## config.mk

```make
export PLATFORM = sky130hd
export DESIGN_NAME = note_player_flat
export DESIGN_NICKNAME = d
export VERILOG_FILES = /design/src/rtl/note_player_pkg.sv /design/src/rtl/note_player_if.sv /design/src/rtl/note_player_tone_div.sv /design/src/rtl/note_player.sv /design/src/flat_wrapper.sv
export SDC_FILE = /design/constraint.sdc
export NUM_CORES = 1
export LEC_CHECK = 0
export ABC_AREA = 1
export CAP_MARGIN = 0
export CELL_PAD_IN_SITES_DETAIL_PLACEMENT = 1
export CELL_PAD_IN_SITES_GLOBAL_PLACEMENT = 1
export CORE_ASPECT_RATIO = 0.8
export CORE_MARGIN = 2
export CORE_UTILIZATION = 30
export DETAILED_ROUTE_END_ITERATION = 6
export MAX_ROUTING_LAYER = met4
export PLACE_DENSITY = 0.54
export SETUP_SLACK_MARGIN = 0.2
export SLEW_MARGIN = 10
export SYNTH_ARGS = -nofsm -noshare
export SYNTH_HDL_FRONTEND = slang
export SYNTH_SLANG_ARGS = --single-unit
```

## constraint.sdc

```tcl
create_clock -name clk -period 2.35 [get_ports clk]
set_input_delay 0.3525 -clock clk [delete_from_list [all_inputs] [get_ports clk]]
set_output_delay 0.3525 -clock clk [all_outputs]
set_load 0.01 [all_outputs]
```

## src/rtl/note_player_pkg.sv

```systemverilog
`timescale 1ns/1ps
`default_nettype none
// +----------------------------------------------------------------------+
// | Module   : note_player_pkg                                           |
// | Desc     : Shared FSM encoding, note-word fields and pitch table.    |
// | Revision : 1.0 - initial release                                     |
// +----------------------------------------------------------------------+
package note_player_pkg;

  typedef enum logic [1:0] {
    ST_IDLE  = 2'd0,
    ST_STEP  = 2'd1,
    ST_FETCH = 2'd2,
    ST_PLAY  = 2'd3
  } state_t;

  localparam int c_pitch_msb = 7;
  localparam int c_pitch_lsb = 4;
  localparam int c_beats_msb = 3;
  localparam int c_beats_lsb = 0;

  localparam logic [3:0] c_rest_code = 4'd0;
  localparam int unsigned c_lowest_hz = 262;

  function automatic int unsigned pitch_hz(input logic [3:0] code);
    int unsigned f;
    f = 0;
    case (code)
      4'd1:  f = 262;
      4'd2:  f = 294;
      4'd3:  f = 330;
      4'd4:  f = 349;
      4'd5:  f = 392;
      4'd6:  f = 440;
      4'd7:  f = 494;
      4'd8:  f = 523;
      4'd9:  f = 587;
      4'd10: f = 659;
      4'd11: f = 698;
      4'd12: f = 784;
      4'd13: f = 880;
      4'd14: f = 988;
      4'd15: f = 1047;
      default: f = 0;
    endcase
    return f;
  endfunction

  // Rest code maps to a zero half-period, which the tone divider treats as silence.
  function automatic int unsigned half_period(input int unsigned clk_hz, input logic [3:0] code);
    int unsigned f;
    f = pitch_hz(code);
    if (code == c_rest_code || f == 0) return 0;
    return clk_hz / (2 * f);
  endfunction

endpackage
`default_nettype wire

```

## src/rtl/note_player_if.sv

```systemverilog
`timescale 1ns/1ps
`default_nettype none
// +----------------------------------------------------------------------+
// | Module   : note_player_if                                            |
// | Desc     : Song-ROM side inputs and buzzer/status outputs.           |
// | Revision : 1.0 - initial release                                     |
// +----------------------------------------------------------------------+
interface note_player_if;
  logic       play;
  logic       loop;
  logic [7:0] rom_data;
  logic       last_in;
  logic       note_step;
  logic       buzz;
  logic       busy;
  logic       song_done;
  logic [3:0] cur_pitch;

  modport master (
    output play, loop, rom_data, last_in,
    input  note_step, buzz, busy, song_done, cur_pitch
  );

  modport slave (
    input  play, loop, rom_data, last_in,
    output note_step, buzz, busy, song_done, cur_pitch
  );
endinterface
`default_nettype wire

```

## src/rtl/note_player_tone_div.sv

```systemverilog
`timescale 1ns/1ps
`default_nettype none
// +----------------------------------------------------------------------+
// | Module   : tone_div                                                  |
// | Desc     : Square-wave divider; toggles every loaded half-period.    |
// | Revision : 1.0 - initial release                                     |
// +----------------------------------------------------------------------+
module tone_div #(
  parameter int HP_W = 17
) (
  input  wire logic            clk,
  input  wire logic            rstn,
  input  wire logic            load,
  input  wire logic            en,
  input  wire logic [HP_W-1:0] hp,
  output logic                 tone
);

  logic [HP_W-1:0] r_hp;
  logic [HP_W-1:0] r_cnt;
  logic            r_tone;

  always_ff @(posedge clk or negedge rstn) begin
    if (!rstn) begin
      r_hp   <= '0;
      r_cnt  <= '0;
      r_tone <= 1'b0;
    end else if (load) begin
      r_hp   <= hp;
      r_cnt  <= '0;
      r_tone <= 1'b0;
    end else if (!en || r_hp == '0) begin
      r_cnt  <= '0;
      r_tone <= 1'b0;
    end else if (r_cnt == r_hp - HP_W'(1)) begin
      r_cnt  <= '0;
      r_tone <= ~r_tone;
    end else begin
      r_cnt  <= r_cnt + HP_W'(1);
    end
  end

  assign tone = r_tone;

endmodule
`default_nettype wire

```

## src/rtl/note_player.sv

```systemverilog
`timescale 1ns/1ps
`default_nettype none
// +----------------------------------------------------------------------+
// | Module   : note_player                                               |
// | Desc     : Plays song-ROM note words on the buzzer, steps the        |
// |            address counter. Option macro: NOTE_GAP_EN (silences the |
// |            last quarter of each note's final beat).                  |
// | Revision : 1.0 - initial release                                     |
// +----------------------------------------------------------------------+
module note_player
  import note_player_pkg::*;
#(
  parameter int CLK_HZ  = 50_000_000,
  parameter int BEAT_HZ = 8,
  parameter int ROM_LAT = 1
) (
  input  wire logic   clk,
  input  wire logic   rstn,
  note_player_if.slave bus
);

  localparam int c_beat_div = CLK_HZ / BEAT_HZ;
  localparam int c_pre_w    = $clog2(c_beat_div);
  localparam int c_fc_w     = $clog2(ROM_LAT + 2);
  localparam int c_hp_w     = $clog2(CLK_HZ / (2 * c_lowest_hz) + 1);

  localparam logic [c_pre_w-1:0] c_pre_max = c_pre_w'(c_beat_div - 1);

  state_t              r_state;
  state_t              w_next_state;
  logic [c_fc_w-1:0]   r_fetch_cnt;
  logic [c_pre_w-1:0]  r_pre;
  logic [4:0]          r_beat;
  logic [4:0]          r_beats_total;
  logic [3:0]          r_pitch;
  logic                r_last;
  logic                r_song_done;
  logic                r_hold;

  logic                w_latch;
  logic                w_note_end;
  logic                w_final_beat;
  logic                w_song_end;
  logic                w_gap;
  logic                w_tone;
  logic [3:0]          w_rom_pitch;
  logic [3:0]          w_rom_beats;
  logic [c_hp_w-1:0]   w_hp_tab [16];

  assign w_rom_pitch = bus.rom_data[c_pitch_msb:c_pitch_lsb];
  assign w_rom_beats = bus.rom_data[c_beats_msb:c_beats_lsb];

  for (genvar g = 0; g < 16; g++) begin : g_hp_tab
    assign w_hp_tab[g] = c_hp_w'(half_period(CLK_HZ, 4'(g)));
  end

  assign w_final_beat = (r_beat == r_beats_total - 5'd1);
  assign w_note_end   = w_final_beat && (r_pre == c_pre_max);

  // ------------------------------------------------------------------
  // FSM
  // ------------------------------------------------------------------
  always_ff @(posedge clk or negedge rstn) begin
    if (!rstn) r_state <= ST_IDLE;
    else       r_state <= w_next_state;
  end

  always_comb begin
    w_next_state = r_state;
    w_latch      = 1'b0;
    w_song_end   = 1'b0;
    if (!bus.play) begin
      w_next_state = ST_IDLE;
    end else begin
      case (r_state)
        ST_IDLE: begin
          // After a finished song stay parked until play is released.
          if (!r_hold) w_next_state = ST_STEP;
        end
        ST_STEP: begin
          w_next_state = ST_FETCH;
        end
        ST_FETCH: begin
          if (r_fetch_cnt == c_fc_w'(ROM_LAT)) begin
            w_latch      = 1'b1;
            w_next_state = ST_PLAY;
          end
        end
        ST_PLAY: begin
          if (w_note_end) begin
            if (r_last && !bus.loop) begin
              w_song_end   = 1'b1;
              w_next_state = ST_IDLE;
            end else begin
              w_next_state = ST_STEP;
            end
          end
        end
        default: w_next_state = ST_IDLE;
      endcase
    end
  end

  // ------------------------------------------------------------------
  // Note latch, beat timing and status
  // ------------------------------------------------------------------
  always_ff @(posedge clk or negedge rstn) begin
    if (!rstn) begin
      r_fetch_cnt   <= '0;
      r_pre         <= '0;
      r_beat        <= '0;
      r_beats_total <= 5'd16;
      r_pitch       <= '0;
      r_last        <= 1'b0;
      r_song_done   <= 1'b0;
      r_hold        <= 1'b0;
    end else begin
      r_song_done <= w_song_end;

      if (!bus.play)      r_hold <= 1'b0;
      else if (w_song_end) r_hold <= 1'b1;

      if (r_state == ST_FETCH) r_fetch_cnt <= r_fetch_cnt + c_fc_w'(1);
      else                     r_fetch_cnt <= '0;

      if (w_latch) begin
        r_pitch       <= w_rom_pitch;
        r_beats_total <= (w_rom_beats == 4'd0) ? 5'd16 : {1'b0, w_rom_beats};
        r_last        <= bus.last_in;
        r_pre         <= '0;
        r_beat        <= '0;
      end else if (r_state == ST_PLAY) begin
        if (r_pre == c_pre_max) begin
          r_pre  <= '0;
          r_beat <= r_beat + 5'd1;
        end else begin
          r_pre  <= r_pre + c_pre_w'(1);
        end
      end

      if (w_next_state == ST_IDLE) r_pitch <= '0;
    end
  end

  // ------------------------------------------------------------------
  // Tone generation
  // ------------------------------------------------------------------
  tone_div #(
    .HP_W (c_hp_w)
  ) u_tone_div (
    .clk  (clk),
    .rstn (rstn),
    .load (w_latch),
    .en   (r_state == ST_PLAY),
    .hp   (w_hp_tab[w_rom_pitch]),
    .tone (w_tone)
  );

`ifdef NOTE_GAP_EN
  localparam logic [c_pre_w-1:0] c_gap_start = c_pre_w'((3 * c_beat_div) / 4);
  assign w_gap = w_final_beat && (r_pre >= c_gap_start);
`else
  assign w_gap = 1'b0;
`endif

  assign bus.buzz      = w_tone && (r_state == ST_PLAY) && !w_gap;
  assign bus.note_step = (r_state == ST_STEP);
  assign bus.busy      = (r_state != ST_IDLE);
  assign bus.song_done = r_song_done;
  assign bus.cur_pitch = r_pitch;

endmodule
`default_nettype wire

```

## src/flat_wrapper.sv

```systemverilog
// flat-port wrapper written by rule: the top's interface ports become plain ports
module note_player_flat import note_player_pkg::*;
#(
  parameter int CLK_HZ  = 50_000_000,
  parameter int BEAT_HZ = 8,
  parameter int ROM_LAT = 1
)
  (clk, rstn, bus_play, bus_loop, bus_rom_data, bus_last_in, bus_note_step, bus_buzz, bus_busy, bus_song_done, bus_cur_pitch);
  note_player_if bus_i ();
  input  wire logic clk;
  input  wire logic rstn;
  input wire logic [$bits(bus_i.play)-1:0] bus_play;
  input wire logic [$bits(bus_i.loop)-1:0] bus_loop;
  input wire logic [$bits(bus_i.rom_data)-1:0] bus_rom_data;
  input wire logic [$bits(bus_i.last_in)-1:0] bus_last_in;
  output wire logic [$bits(bus_i.note_step)-1:0] bus_note_step;
  output wire logic [$bits(bus_i.buzz)-1:0] bus_buzz;
  output wire logic [$bits(bus_i.busy)-1:0] bus_busy;
  output wire logic [$bits(bus_i.song_done)-1:0] bus_song_done;
  output wire logic [$bits(bus_i.cur_pitch)-1:0] bus_cur_pitch;
  assign bus_i.play = bus_play;
  assign bus_i.loop = bus_loop;
  assign bus_i.rom_data = bus_rom_data;
  assign bus_i.last_in = bus_last_in;
  assign bus_note_step = bus_i.note_step;
  assign bus_buzz = bus_i.buzz;
  assign bus_busy = bus_i.busy;
  assign bus_song_done = bus_i.song_done;
  assign bus_cur_pitch = bus_i.cur_pitch;
  note_player #(.CLK_HZ(CLK_HZ), .BEAT_HZ(BEAT_HZ), .ROM_LAT(ROM_LAT)) u_core (.clk(clk), .rstn(rstn), .bus(bus_i));
endmodule
```

# Word level (Yosys, flattened, before mapping)
# Memory sizes are Yosys's and may differ from the RTL's. A register that Yosys moved wholly into a read port is not among the register bits.
# Cells that the tools add are included.
# totals
reg_bits	62
romBits	272
input_bits	13
output_inout_bits	8
memories	1
# op_classes
n_addsub	6
eq_ne	8
n_mux	31
bitwise_logic	2
n_reduce_logical	17
# memory_table
memory	depth	width	rd	rd_clocked_by_memory_dff	wr	line_no	text
(name not given)	16	17	1	1	0	note_player.sv:155	.hp (w_hp_tab[w_rom_pitch]),
# ops
op	n
$mux W23	3
$mux W17	3
$add A23 B1 Y23 const B	1
$eq A23 B23 Y1 const B	1
$mux W5	4
$add A17 B1 Y17 const B	1
$eq A17 B17 Y1	1
$logic_not A17 Y1	1
$sub A17 B1 Y17 const B	1
$mux W1	13
$mux W2	5
$mux W4	2
$pmux W2 S4	1
$reduce_bool A2 Y1	4
$add A5 B1 Y5 const B	1
$eq A5 B5 Y1	1
$not A4 Y5	1
$sub A5 B1 Y5 const B	1
$eq A2 B1 Y1 const B	2
$eq A2 B2 Y1 const B	2
$logic_not A2 Y1	2
$logic_not A4 Y1	1
$logic_and A1 B1 Y1	3
$logic_not A1 Y1	3
other kinds (6)	6

# Longest topological paths before layout
# logic_depth
depth_word	8
mapped_depth	16
ltp_nobuf	15

# Hierarchy
# Synthesis repeated with hierarchy kept, for this count alone.
# unflattened
hier_cells	715
hier_area_um2	5243.8
# by_module_without_submodules
module	instances	cells_each	area_each_um2
note_player	1	419	2899.0
tone_div	1	296	2344.7

# Worst setup path after synthesis
# No wires, ideal clock.
# synth_timing
path_kind	register to register
from	register u_core.u_tone_div.r_hp[0]
to	register u_core.u_tone_div.r_cnt[12]
t_arrival_ps	1772
required_time_ps	2230
setup_slack_ps	458
path_stages_with_launch	14
synth_period_minus_slack_ps	1892
cell_sequence	dfrtp_1 > inv_1 > ha_1 > nand2_2 > nor2_4 > nand2_2 > xor2_1 > nor2_1 > nand2_1 > nor2_2 > nand3_2 > nand2_4 > buf_12 > nor2_2
# synth_via
elab_chain_cells	5
elab_cells_between_ends	7
cone_classes	1 x add/sub; 1 x eq/ne; 3 x mux; 2 x reduce/logical
# synth_lines
element	line_no	text
start: declaration	note_player_tone_div.sv:19	logic [HP_W-1:0] r_hp;
$sub A17 B1 Y17	note_player_tone_div.sv:35	end else if (r_cnt == r_hp - HP_W'(1)) begin
$eq A17 B17 Y1	note_player_tone_div.sv:35	
$mux W17	note_player_tone_div.sv:35	
$mux W17 *	note_player_tone_div.sv:32	end else if (!en || r_hp == '0) begin
$mux W17 *	note_player_tone_div.sv:28	end else if (load) begin
end signal: assignment	note_player_tone_div.sv:39	r_cnt <= r_cnt + HP_W'(1);
end: declaration	note_player_tone_div.sv:20	logic [HP_W-1:0] r_cnt;
# Every way passes the cells marked *; elsewhere a longest branch is shown, timed or not.
# A chain may end at the register's enable or synchronous reset.

# Worst setup path after layout
# layout_timing
from	register u_core.u_tone_div.r_hp[8]
to	register u_core.u_tone_div.r_cnt[2]
# Same word-level chain as after synthesis.

==> impl_metrics.json <==
{
  "avgSynthCellArea_sq_um": 7.315,
  "cts-root-buf": "clkbuf_16",
  "filler_cell_count": 2028,
  "pwr-share-seq": 0.398,
  "antenna_cells": 0,
  "fin_setup_tns_ns": 0,
  "power.internal_w": 0.002973,
  "p_switching_w": 0.001671,
  "grt_first_pass_wirelength_um": 25610,
  "synth-main-ff-cell": "dfrtp_1",
  "finalMaxSlewViolations": 0,
  "hp-class": "input port to asynchronous set/reset pin",
  "rsz0062_at_grt": "true",
  "grt_max_degree": 42,
  "p_leak_nw": 2.665,
  "swShare": 0.3598,
  "row_count": 42,
  "crit_fanout": 9,
  "pwr-share-comb": 0.284,
  "status": "complete, but fails checks",
  "antenna_found_initial": 0,
  "cts_tree": "built",
  "via_per_inst": 4.876,
  "fin_crit_sh": 0.8661,
  "final_common_cell": "nand2_1",
  "die-area_sq_um": 17710,
  "syn_to_final_growth_pct": 19.61,
  "vias": 4627,
  "ctsLongestPathBuffers": 2,
  "place_congestion": 0.9040,
  "slew_headroom": 0.6177,
  "drive_gt1_frac": 0.1235,
  "hold_viol": 9,
  "synth-seq-cells": 79,
  "htreeDepth": 3,
  "die_x_um": 148.3,
  "clk_pin_slew_worst_paths_ns": 0.06,
  "worstMarginPinSlew_ns": 0.5682,
  "numCtsBuffers": 9,
  "power_density_nw_per_um2": 777.0,
  "syn-instance-count": 683,
  "max_freq_ghz": 0.4913,
  "start_util": 0.3037,
  "yosysWarnings": 0,
  "max-vdd-ir-drop_mv": 0.4279,
  "wl_met1_um": 7396,
  "r2r_start": "u_core.u_tone_div.r_hp[8]$_DFFE_PN0P_",
  "violations": "negative hold slack",
  "dp_hpwl_um": 11940,
  "met3_wirelength_um": 399,
  "p_clk_frac": 0.318,
  "core_sq_um": 16450,
  "drt_first_iter_violations": 186,
  "top_layer": "met4",
  "syn-cell-area_sq_um": 4996,
  "criticalPathCategory": "register to register",
  "track_usage": 0.1890,
  "final_cell_mix": "nand2_1, inv_1, nor2_1",
  "crit_start": "u_core.u_tone_div.r_hp[8]$_DFFE_PN0P_",
  "die_h_um": 119.4,
  "clkLatencyLatePin_ns": 0.35,
  "hold-worst-slack_ns": -0.008080,
  "design_area_sq_um": 5976,
  "async_flop_share": 1.000,
  "reg2reg_slack_ns": 0.31,
  "synth.distinct_cells": 45,
  "hold_buffers": 0,
  "dr.pass1.iters": 4,
  "finalCriticalPeriod_ns": 2.035,
  "setup_violations": 0,
  "cp.required_ns": 2.58,
  "placed_area_sq_um": 5520,
  "syn-num-nets": 709,
  "io_pins": 21,
  "port_buffers": 20,
  "final.setup_skew_ns": 0.007763,
  "wl_per_cell_um": 16.06,
  "cts_sinks": 79,
  "maxCapViolCount": 0,
  "drcViolationCount": 0,
  "ys_seq_area_frac": 0.3959,
  "fin_nets": 750,
  "dr_wl_met2_um": 7295,
  "start_kind": "register",
  "synth-edff-count": 0,
  "ant_nets": 0,
  "grt_pass1_vias": 4938,
  "arrival_ns": 2.27,
  "grt-ovfl-total": 0,
  "endpoint_kind": "register",
  "wl_um": 15240
}
[final cells by class]
cell class | count | area (sq um) | area share
clock buffer | 12 | 256.5 | 0.04292
clock inverter | 4 | 53.80 | 0.009003
sequential | 79 | 1981 | 0.3314
multi-input combinational | 501 | 2698 | 0.4514
timing repair buffer | 40 | 360.3 | 0.06030
inverter | 93 | 351.6 | 0.05884
tap | 220 | 275.3 | 0.04606
[power by group through the flow]
stage          logic (W)  registers [W]  clock network [W]
6_report         0.00132        0.00185            0.00148
5_1_grt          0.00152        0.00188            0.00157
4_1_cts          0.00130        0.00183            0.00152
3_5_place_dp     0.00125        0.00186                  0
3_3_place_gp     0.00122        0.00185                  0
2_1_floorplan   0.000914        0.00177                  0
[worst paths after layout]
kind / to / cells past startpoint
min: u_core.r_beats_total[1]$_DFFE_PN0P_ / 1
max in group asynchronous: u_core.u_tone_div.r_cnt[0]$_DFF_PN0_ / 2
min in group clk: u_core.r_fetch_cnt[0]$_DFF_PN0_ / 1
max reg2reg: u_core.u_tone_div.r_cnt[2]$_DFF_PN0_ / 10
max: u_core.u_tone_div.r_cnt[2]$_DFF_PN0_ / 10
min reg2reg: u_core.r_fetch_cnt[0]$_DFF_PN0_ / 1
[per-stage QoR]
stage	power, W	util	setup slack [ns]	instances	hold WS [ns]
2_1_floorplan	0.002688	-	0.4577	683	0.05691
6_report	0.004643	0.3633	0.3145	949	-0.008080
5_1_grt	0.004979	0.3633	0.1796	949	0.03209
4_1_cts	0.004647	0.3566	0.2009	943	0.01319
3_3_place_gp	0.003068	0.3356	0.1709	926	0.3841
3_5_place_dp	0.003112	0.3356	0.04377	926	0.3910
[cell usage after synthesis (2+ instances only)]
cell type	n	area [sq um]
inv_2	4	15.01
clkbuf_1	8	30.03
a21boi_0	4	30.03
o31ai_1	2	15.01
nand3b_1	2	15.01
o21ai_0	45	225.2
a31oi_1	3	18.77
xnor2_1	7	61.31
nor3b_1	2	15.01
xor2_1	24	210.2
a21oi_1	24	120.1
o22ai_1	5	31.28
dfrtp_1	78	1952
o211ai_1	3	22.52
nor2_2	19	118.9
nand3_1	57	285.3
nor3_1	18	90.09
nand2_2	5	31.28
nand2_1	149	559.3
or2_2	2	12.51
nand3_2	3	30.03
or2_1	2	12.51
inv_1	88	330.3
nand4_1	11	68.82
nor2_1	85	319.1
ha_1	13	162.7
o21ai_1	2	10.01
[timing repair]
| item | CTS | global route |
|---|---|---|
| pin swaps | 5 | 4 |
| gates resized for setup | 6 | 19 |
| endpoints found under the setup margin | 17 | 24 |
| buffers inserted | 0 | 6 |
| cloned | 1 | 0 |
[critical path, cell delays in order (launching register included)]
cell and delay [ns]:
dfrtp_2 0.45, nor2_2 0.17, nand2_1 0.13, nor2_1 0.22, nand3_1 0.10, nand3_1 0.14
nand3_1 0.09, nor2_1 0.20, nand3_4 0.19, nand2_8 0.16, nor2_1 0.05
[kinds of logic (layout without fill, tap and decap cells)]
logic type | after synthesis | count (layout) | synth area share
DFF | 79 | 79 | 0.3959
adders and majority gates | 13 | 13 | 0.03256
AOI/OAI and AO/OA | 95 | 95 | 0.1074
and+or+nand+nor | 360 | 361 | 0.3221
xor gates and xnor gates | 32 | 32 | 0.05885
buffers and inverters | 104 | 149 | 0.08314
[routing by layer]
layer,track usage,vias up
li1,-,2282
met1,0.2429,2290
met2,0.3102,45
met3,0.03487,10
met4,0.04583,0
met5,-,-
[state kept, by name, summed over array words and instances (netlist names), 2 cells and up]
signal and flops:
u_core.r_beat 5, u_core.r_fetch_cnt 2, u_core.r_state 2, u_core.r_pre 23, u_core.u_tone_div.r_hp 17, u_core.r_beats_total 5, u_core.u_tone_div.r_cnt 17, u_core.bus.cur_pitch 4
(Power assumes the default switching activity.)
